**src/rtl/lru_ctrl.sv**
```systemverilog
// Pseudo-LRU flag SRAM sequencer: arbitrates L1 hit promotions and fill victim requests.
// Optional LRU_FLUSH_EN adds flush_req/flush_busy for a software-triggered re-init sweep.
module lru_ctrl #(
   parameter int NUM_SETS  = 64,
   parameter int SET_IDX_W = $clog2(NUM_SETS)
) (
   input  logic                 clk,
   input  logic                 rst_n,
   input  logic                 fill_req_valid,
   output logic                 fill_req_ready,
   input  logic [SET_IDX_W-1:0] fill_req_set,
   output logic                 fill_resp_valid,
   output logic [1:0]           fill_resp_way,
   output logic [SET_IDX_W-1:0] fill_resp_set,
   input  logic                 hit_valid,
   output logic                 hit_ready,
   input  logic [SET_IDX_W-1:0] hit_set,
   input  logic [1:0]           hit_way,
   output logic                 sram_en,
   output logic                 sram_we,
   output logic [SET_IDX_W-1:0] sram_addr,
   output logic [2:0]           sram_wdata,
   input  logic [2:0]           sram_rdata
`ifdef LRU_FLUSH_EN
   ,
   input  logic                 flush_req,
   output logic                 flush_busy
`endif
);

   typedef enum logic [1:0] {ST_RST, ST_INIT, ST_IDLE, ST_RD} state_t;

   state_t               state, state_nxt;
   logic [SET_IDX_W-1:0] init_cnt;
   logic                 rr;
   logic                 lat_fill;
   logic [SET_IDX_W-1:0] lat_set;
   logic [1:0]           lat_way;
   logic                 flush_go;
   logic                 gnt_fill, gnt_hit;
   logic [1:0]           vict_way, acc_way;
   logic [2:0]           new_flags;

`ifdef LRU_FLUSH_EN
   assign flush_go = flush_req;
`else
   assign flush_go = 1'b0;
`endif

   assign gnt_fill = (state == ST_IDLE) && !flush_go && fill_req_valid && (!hit_valid || !rr);
   assign gnt_hit  = (state == ST_IDLE) && !flush_go && hit_valid && (!fill_req_valid || rr);

   assign vict_way = sram_rdata[1] ? (sram_rdata[2] ? 2'd3 : 2'd2)
                                   : (sram_rdata[0] ? 2'd1 : 2'd0);
   assign acc_way  = lat_fill ? vict_way : lat_way;
   assign new_flags = acc_way[1] ? {~acc_way[0], 1'b0, sram_rdata[0]}
                                 : {sram_rdata[2], 1'b1, ~acc_way[0]};

   always_ff @(posedge clk or negedge rst_n) begin
      if (!rst_n) begin
         state    <= ST_RST;
         init_cnt <= '0;
         rr       <= 1'b0;
         lat_fill <= 1'b0;
         lat_set  <= '0;
         lat_way  <= '0;
      end else begin
         state    <= state_nxt;
         init_cnt <= (state == ST_INIT) ? init_cnt + 1'b1 : '0;
         if (gnt_fill || gnt_hit) begin
            // Any grant leaves rr pointing away from the fill side iff fill won.
            rr       <= gnt_fill;
            lat_fill <= gnt_fill;
            lat_set  <= gnt_fill ? fill_req_set : hit_set;
            lat_way  <= hit_way;
         end
      end
   end

   always_comb begin
      state_nxt = state;
      case (state)
         ST_RST:  state_nxt = ST_INIT;
         ST_INIT: if (init_cnt == SET_IDX_W'(NUM_SETS - 1)) state_nxt = ST_IDLE;
         ST_IDLE: begin
            if (flush_go)                state_nxt = ST_INIT;
            else if (gnt_fill || gnt_hit) state_nxt = ST_RD;
         end
         ST_RD:   state_nxt = flush_go ? ST_INIT : ST_IDLE;
         default: state_nxt = ST_RST;
      endcase
   end

   always_comb begin
      fill_req_ready  = 1'b0;
      hit_ready       = 1'b0;
      fill_resp_valid = 1'b0;
      fill_resp_way   = '0;
      fill_resp_set   = '0;
      sram_en         = 1'b0;
      sram_we         = 1'b0;
      sram_addr       = '0;
      sram_wdata      = '0;
`ifdef LRU_FLUSH_EN
      flush_busy      = (state == ST_RST) || (state == ST_INIT);
`endif
      case (state)
         ST_INIT: begin
            sram_en   = 1'b1;
            sram_we   = 1'b1;
            sram_addr = init_cnt;
         end
         ST_IDLE: begin
            fill_req_ready = gnt_fill;
            hit_ready      = gnt_hit;
            if (gnt_fill || gnt_hit) begin
               sram_en   = 1'b1;
               sram_addr = gnt_fill ? fill_req_set : hit_set;
            end
         end
         ST_RD: begin
            sram_en    = 1'b1;
            sram_we    = 1'b1;
            sram_addr  = lat_set;
            sram_wdata = new_flags;
            if (lat_fill) begin
               fill_resp_valid = 1'b1;
               fill_resp_way   = vict_way;
               fill_resp_set   = lat_set;
            end
         end
         default: ;
      endcase
   end

endmodule

```
**config.mk**
```make
export PLATFORM = sky130hd
export DESIGN_NAME = lru_ctrl
export DESIGN_NICKNAME = d
export VERILOG_FILES = /design/src/rtl/lru_ctrl.sv
export SDC_FILE = /design/constraint.sdc
export NUM_CORES = 1
export LEC_CHECK = 0
export CORE_ASPECT_RATIO = 2
export CORE_MARGIN = 4
export CORE_UTILIZATION = 33
export CTS_CLUSTER_SIZE = 24
export DETAILED_ROUTE_END_ITERATION = 8
export GPL_TIMING_DRIVEN = 0
export PLACE_DENSITY_LB_ADDON = 0.3
export SLEW_MARGIN = 20
export SYNTH_ARGS = -nofsm -noshare
export SYNTH_HDL_FRONTEND = slang
export SYNTH_SLANG_ARGS = --single-unit
export TNS_END_PERCENT = 20
```
**constraint.sdc**
```tcl
create_clock -name clk -period 2.29 [get_ports clk]
set_input_delay 0.3435 -clock clk [delete_from_list [all_inputs] [get_ports clk]]
set_output_delay 0.3435 -clock clk [all_outputs]
set_load 0.02 [all_outputs]
```
==> results.toml, run 1 <==
[synth]
synth_top_cell_area_share_pct = 34.4
ys_types = 36
async_flop_share_pct = 100
synth_top_family_by_area = "simple AND/OR/NAND/NOR gates"
ys_ff_latch = 17
synth_fp_nets = 154
synth-adder-area-share_pct = 1.01
synth_xor_area_share_pct = 2.12
synthMuxAreaShare_pct = 13.9
yosysSeqAreaShare_pct = 34.4
yosysMostFrequentCell = "dfrtp_1"
syn-cell-area_um2 = 1240
synth-compound-area-share_pct = 20.5
postSynthCellCount = 132
synth_edf_count = 0
synth_warnings = 0
synth_area_leaders = "dfrtp_1 34%, mux2_2 6.4%, mux2i_1 5.7%, a211oi_1 4.2%, a2bb2oi_1 4.2%"
synth_top_area_cell = "dfrtp_1"
ys_top_cells_by_count = "17 x dfrtp_1, 10 x nand2_1, 9 x nor2_1, 9 x o21ai_0"
synth_simple_gate_area_share_pct = 22.2
synth_flop_cell = "dfrtp_1"
synth_area_per_cell_um2 = 9.37

[setup_path]
rrSetupSlack_ns = 0.84
critPathRequiredTime_ns = 1.95
arrival_ns = 1.87
critPathCaptureType = "output port"
cpMaxStageDelayCell = "dfrtp_2"
path_cells = "nand2b_4 -> buf_6 -> or2_1 -> buf_6 -> o21ai_2 -> dlygate4sd2_1"
path_delay_family = "buffers and inverters"
crit_type = "register to output port"
cp_max_fo = 10
reg2reg_depth = 4
r2r_start = "state[0]"
r2r_end = "lat_way[1]"
crit_path_frequent_cell = "buf_6"
start_kind = "register"
max_stage_delay_ns = 0.47
worst-path-buf-inv = 3

[sta]
maxSlewViolCount = 0
final.setup_skew_ns = 0.00213
tightest_slew_ns = 0.777
max_slew_margin_pct = 48.0
fin_crit_sh_pct = 96.7
max_freq_ghz = 0.452
rsz0062_at_grt = "false"
period_minus_slack_ns = 2.21
hold_viol = 0
setup_viol_count_final = 0

[cts]
clk_latency_ns = 0.26
cts_sinks = 17
root_buffer = "clkbuf_8"
cts_buffers = 3
clkTransAtPathRegs_ns = 0.07
tritoncts = "done"
cts_hold_buf = 0
cts.path.max_buffers = 2
htree_levels = 1

[min_path]
min_to = "init_cnt[0]"
holdPathStages = 1
holdCritStartpoint = "init_cnt[0]"
min_path_type = "register to register"

[power_and_ir_drop]
power_density_nw_per_um2 = 365
p_seq_share_pct = 49.3
leakagePower_nw = 0.939
p_switching_mw = 0.163
vdd_drop_max_uv = 407
pwr-share-clk_pct = 35.1
switching_share_pct = 24.9
intPower_mw = 0.492
fin_total_pwr_mw = 0.656
combPwrFrac_pct = 15.6

[finish]
fin_cells = 228
final-seq-area_um2 = 427
final_cell_area_um2 = 1800
fin_nets = 202
area_delta_synth_final_pct = 45.3
multi_input_area_um2 = 752
fill_cells = 360
diodes = 0
drive_above_1_share_pct = 18.4

[floorplanning]
die_x_um = 51.3
dieArea_um2 = 4850
rows = 31
initial_core_util_pct = 34.3
ios = 43
core_area_um2 = 3610
die_h_um = 94.6

[route]
drc_errors = 0
viasPerCell = 5.06
first_pass_iters = 4
drtIter0Drc = 8
post_drt_wl_per_cell_um = 15.2
final_antenna_net_count = 0
wl_mm = 3.46
vias = 1153

[place]
place_inst = 223
dp_hpwl_mm = 2.78
placed_area_um2 = 1720
port_buffers = 42
gp_congestion = 0.797

[grt]
grt_max_degree = 18
grt_use_total_pct = 15.4
grt_pass1_wl_mm = 5.68
overflow = 0
antenna_found_initial = 0
grt_pass1_vias = 1257

[run]
drv_cap = 0

[outcome]
outcome = "complete, no violations"
-- sequential cells by signal, indices dropped and copies added (netlist names) --
register and count:
lat_fill 1, state 2, lat_way 2, lat_set 6
init_cnt 6
-- kinds of logic (layout without fill, tap and decap cells) --
logic type,Yosys count,in the layout
buffers and inverters,12,59
flip-flops,17,17
AO/OA/AOI/OAI,35,35
AND/OR/NAND/NOR,48,48
XOR/XNOR,3,3
adder cells (fa/ha/maj),1,1
multiplexers,16,16
-- how the worst max path moves through the flow --
stage,start,end,slack (ns),cells past startpoint
floorplan,lat_fill,sram_wdata[2],0.58,4
global placement,fill_req_valid,sram_addr[3],-0.25,6
detailed placement,fill_req_valid,sram_addr[0],-0.29,6
CTS,lat_fill,fill_resp_set[3],0.007,5
global route,state[0],sram_addr[4],0.006,6
finish,state[0],sram_addr[4],0.08,6
-- placed cells by master, fill, tap and decap left out, drive strengths merged, types with 2 or more instances in the layout --
cell type,netlist,routed
clkdlybuf4s50,0,20
dfrtp,17,17
o21ai,15,15
dlygate4sd2,0,11
nor2,11,11
nand2,10,10
mux2,9,9
buf,8,8
mux2i,7,7
and2,7,7
a211oi,7,7
dlymetal6s2s,0,7
and3b,6,6
a2bb2oi,6,6
clkbuf,2,6
clkdlybuf4s15,0,4
nand3,3,3
a21oi,3,3
nand2b,3,3
nor2b,2,2
nor3,2,2
xor2,2,2
inv,2,2
-- repair_timing --
| item | 4_1_cts | 5_1_grt |
|---|---|---|
| gates resized for setup | 19 | 13 |
| setup endpoints to repair | 20 | 13 |
| cloned | 0 | 0 |
| endpoints found under the hold margin | 0 | 0 |
| buffers inserted | 1 | 0 |
-- power groups by stage --
| stage | logic, mW | clock network [mW] | registers [mW] |
|---|---|---|---|
| global placement | 0.0967 | 0 | 0.329 |
| finish | 0.102 | 0.230 | 0.323 |
| global route | 0.111 | 0.249 | 0.325 |
| detailed placement | 0.0985 | 0 | 0.329 |
| floorplan | 0.0437 | 0 | 0.325 |
| CTS | 0.103 | 0.237 | 0.324 |
-- per-stage QoR --
step | TNS (ns) | utilization, % | hold WS (ns) | worst slack (ns)
floorplan | 0 | - | 0.0479 | 0.583
global placement | -1.70 | 47.7 | 0.489 | -0.248
detailed placement | -1.99 | 47.7 | 0.481 | -0.287
CTS | 0 | 49.1 | 0.490 | 0.00730
global route | 0 | 49.8 | 0.513 | 0.00552
finish | 0 | 49.8 | 0.484 | 0.0752
-- routing by layer --
layer  wire (um)  global-route usage, %  vias to the layer above
li1            -                      -                      564
met1        1310                   15.7                      545
met2        1870                   27.9                       37
met3         202                   2.69                        7
met4          85                   10.1                        0
met5           0                      0                        -
-- area by class of cell --
type                       count  area share (%)
inverter                       2           0.418
sequential                    17            23.7
buffer                        10            4.04
clock inverter                 1           0.278
timing repair buffer          43            24.0
clock buffer                   3            2.30
multi-input combinational    103            41.8
tap                           49            3.41
(Power assumes the default switching activity.)
==> run 2: changes to the inputs <==
--- a/config.mk
+++ b/config.mk
@@ -7,7 +7,7 @@
 export LEC_CHECK = 0
 export CORE_ASPECT_RATIO = 2
 export CORE_MARGIN = 4
-export CORE_UTILIZATION = 33
+export CORE_UTILIZATION = 40
 export CTS_CLUSTER_SIZE = 24
 export DETAILED_ROUTE_END_ITERATION = 8
 export GPL_TIMING_DRIVEN = 0
==> constraint.sdc (replaced) <==
create_clock -name clk -period 1.85 [get_ports clk]
set_input_delay 0.2775 -clock clk [delete_from_list [all_inputs] [get_ports clk]]
set_output_delay 0.2775 -clock clk [all_outputs]
set_load 0.02 [all_outputs]
==> run 2 against run 1 <==
Largest cell class unchanged. Highest routed layer unchanged. Clock skew hardly changed. Final area is 0.63% lower. Clock-buffer cell count stayed put.
==> results.toml, run 2 (synthesis results as in run 1) <==
[finish]
fin_nets = 205
diodes = 0
layout_common_cells = "19 x clkdlybuf4s50_1, 16 x dfrtp_1, 11 x dlygate4sd2_1"
area_delta_synth_final_pct = 44.4
final_cell_area_um2 = 1790
fin_cells = 212
top_regs = "init_cnt: 6 flops, lat_set: 6 flops"
drive_above_1_share_pct = 29.1
final_common_cell = "clkdlybuf4s50_1"

[floorplanning]
dieArea_um2 = 4100
rows = 28
die_x_um = 47.3
die_h_um = 86.7
core_area_um2 = 2980
initial_core_util_pct = 41.6
ios = 43

[setup_path]
crit_type = "register to output port"
critPathCaptureType = "output port"
cp_max_fo = 10
r2r_start = "state[0]"
r2r_end = "lat_way[0]"
arrival_ns = 1.57
rrSetupSlack_ns = 0.47
critPathRequiredTime_ns = 1.57
start_kind = "register"
reg2reg_depth = 3

[route]
post_drt_wl_per_cell_um = 17.7
drc_errors = 0
drtIter0Drc = 35
viasPerCell = 5.68
first_pass_iters = 4
wl_mm = 3.76
final_antenna_net_count = 0
vias = 1205

[cts]
htree_levels = 1
cts.path.max_buffers = 2
clkTransAtPathRegs_ns = 0.07
cts_buffers = 3
root_buffer = "clkbuf_8"
clk_latency_ns = 0.25
cts_sinks = 17
tritoncts = "done"

[sta]
postLayoutSetupSlackWorst_ns = 0.00149
fin_crit_sh_pct = 99.9
maxSlewViolCount = 0
tightest_slew_ns = 0.797
hold_viol = 0
max_freq_ghz = 0.541
setup_viol_count_final = 0
rsz0062_at_grt = "true"
tns_ns = 0
final.setup_skew_ns = 0.00244
period_minus_slack_ns = 1.85
max_slew_margin_pct = 46.7

[grt]
overflow = 0
antenna_found_initial = 0
grt_max_degree = 18
grt_use_total_pct = 19.9
grt_pass1_vias = 1350
grt_pass1_wl_mm = 6.00

[place]
dp_hpwl_mm = 2.80
port_buffers = 42
gp_congestion = 0.770
placed_area_um2 = 1700
place_inst = 204
pre_cts_slack_ns = -0.640

[power_and_ir_drop]
leakagePower_nw = 0.852
vdd_drop_max_uv = 408
fin_total_pwr_mw = 0.832
power_density_nw_per_um2 = 466

[min_path]
min_path_type = "input port to asynchronous set/reset pin"

[outcome]
outcome = "complete, no violations"

[run]
drv_cap = 0
==> run 2: changes by cell type in the layout (fill, tap and decap cells not counted), sizes merged <==
cell           delta
buf              +15
clkdlybuf4s50     -1
clkdlybuf4s15     -4
dlymetal6s2s      -7
==> run 2: worst max-delay path: stages (launching register included) <==
cell and delay [ns]:
dfrtp_1 0.37, buf_6 0.14, a21boi_4 0.17, buf_6 0.17, mux2i_2 0.24, o21ai_2 0.09
buf_6 0.13
==> run 2: area by class of cell <==
class                           instances  area, um2
Multi-Input combinational cell        103        793
Timing Repair Buffer                   48        407
Tap cell                               30       37.5
Clock buffer                            3       41.3
Buffer                                  8       68.8
Clock inverter                          1       5.00
Sequential cell                        17        427
Fill cell                             262       1190
Inverter                                2       7.51
==> run 2: worst max-delay path by stage <==
stage | slack [ns] | to | depth (start not counted) | startpoint
after detailed placement | -0.64 | sram_addr[5] | 6 | fill_req_valid
after floorplan | 0.21 | sram_wdata[2] | 4 | lat_fill
after global routing | -0.06 | sram_addr[0] | 6 | lat_fill
after CTS | -0.002 | sram_addr[3] | 6 | lat_fill
after global placement | -0.61 | sram_addr[5] | 6 | fill_req_valid
final | 0.001 | sram_addr[3] | 6 | lat_fill
==> run 2: where the power goes <==
group	switching (mW)	internal [mW]	total (mW)
Combinational	0.0652	0.0834	0.149
Sequential	0.0137	0.388	0.402
Clock	0.133	0.149	0.282
Total	0.212	0.621	0.832
==> run 2: stage by stage <==
stage | hold WS (ns) | util [%]
after global placement | 0.475 | 56.9
after floorplan | -0.0181 | -
final | 0.486 | 60.0
after CTS | 0.487 | 59.6
after global routing | 0.523 | 60.0
after detailed placement | 0.478 | 56.9
==> run 2: metal layers <==
metal  wire (um)  vias up  track usage (%)
met1        1370      582             21.0
met4         125        0             12.1
met2        2100       42             34.0
met3         168       13             3.33
li1            -      568                -
met5           0        -                0
==> run 2: repair_timing <==
item                                    4_1_cts  5_1_grt
hold buffers                                  0        0
endpoints found under the setup margin       21       10
setup buffers                                 5        0
pin swaps                                     2        2
gates cloned                                  1        0
resized for setup                            74        9
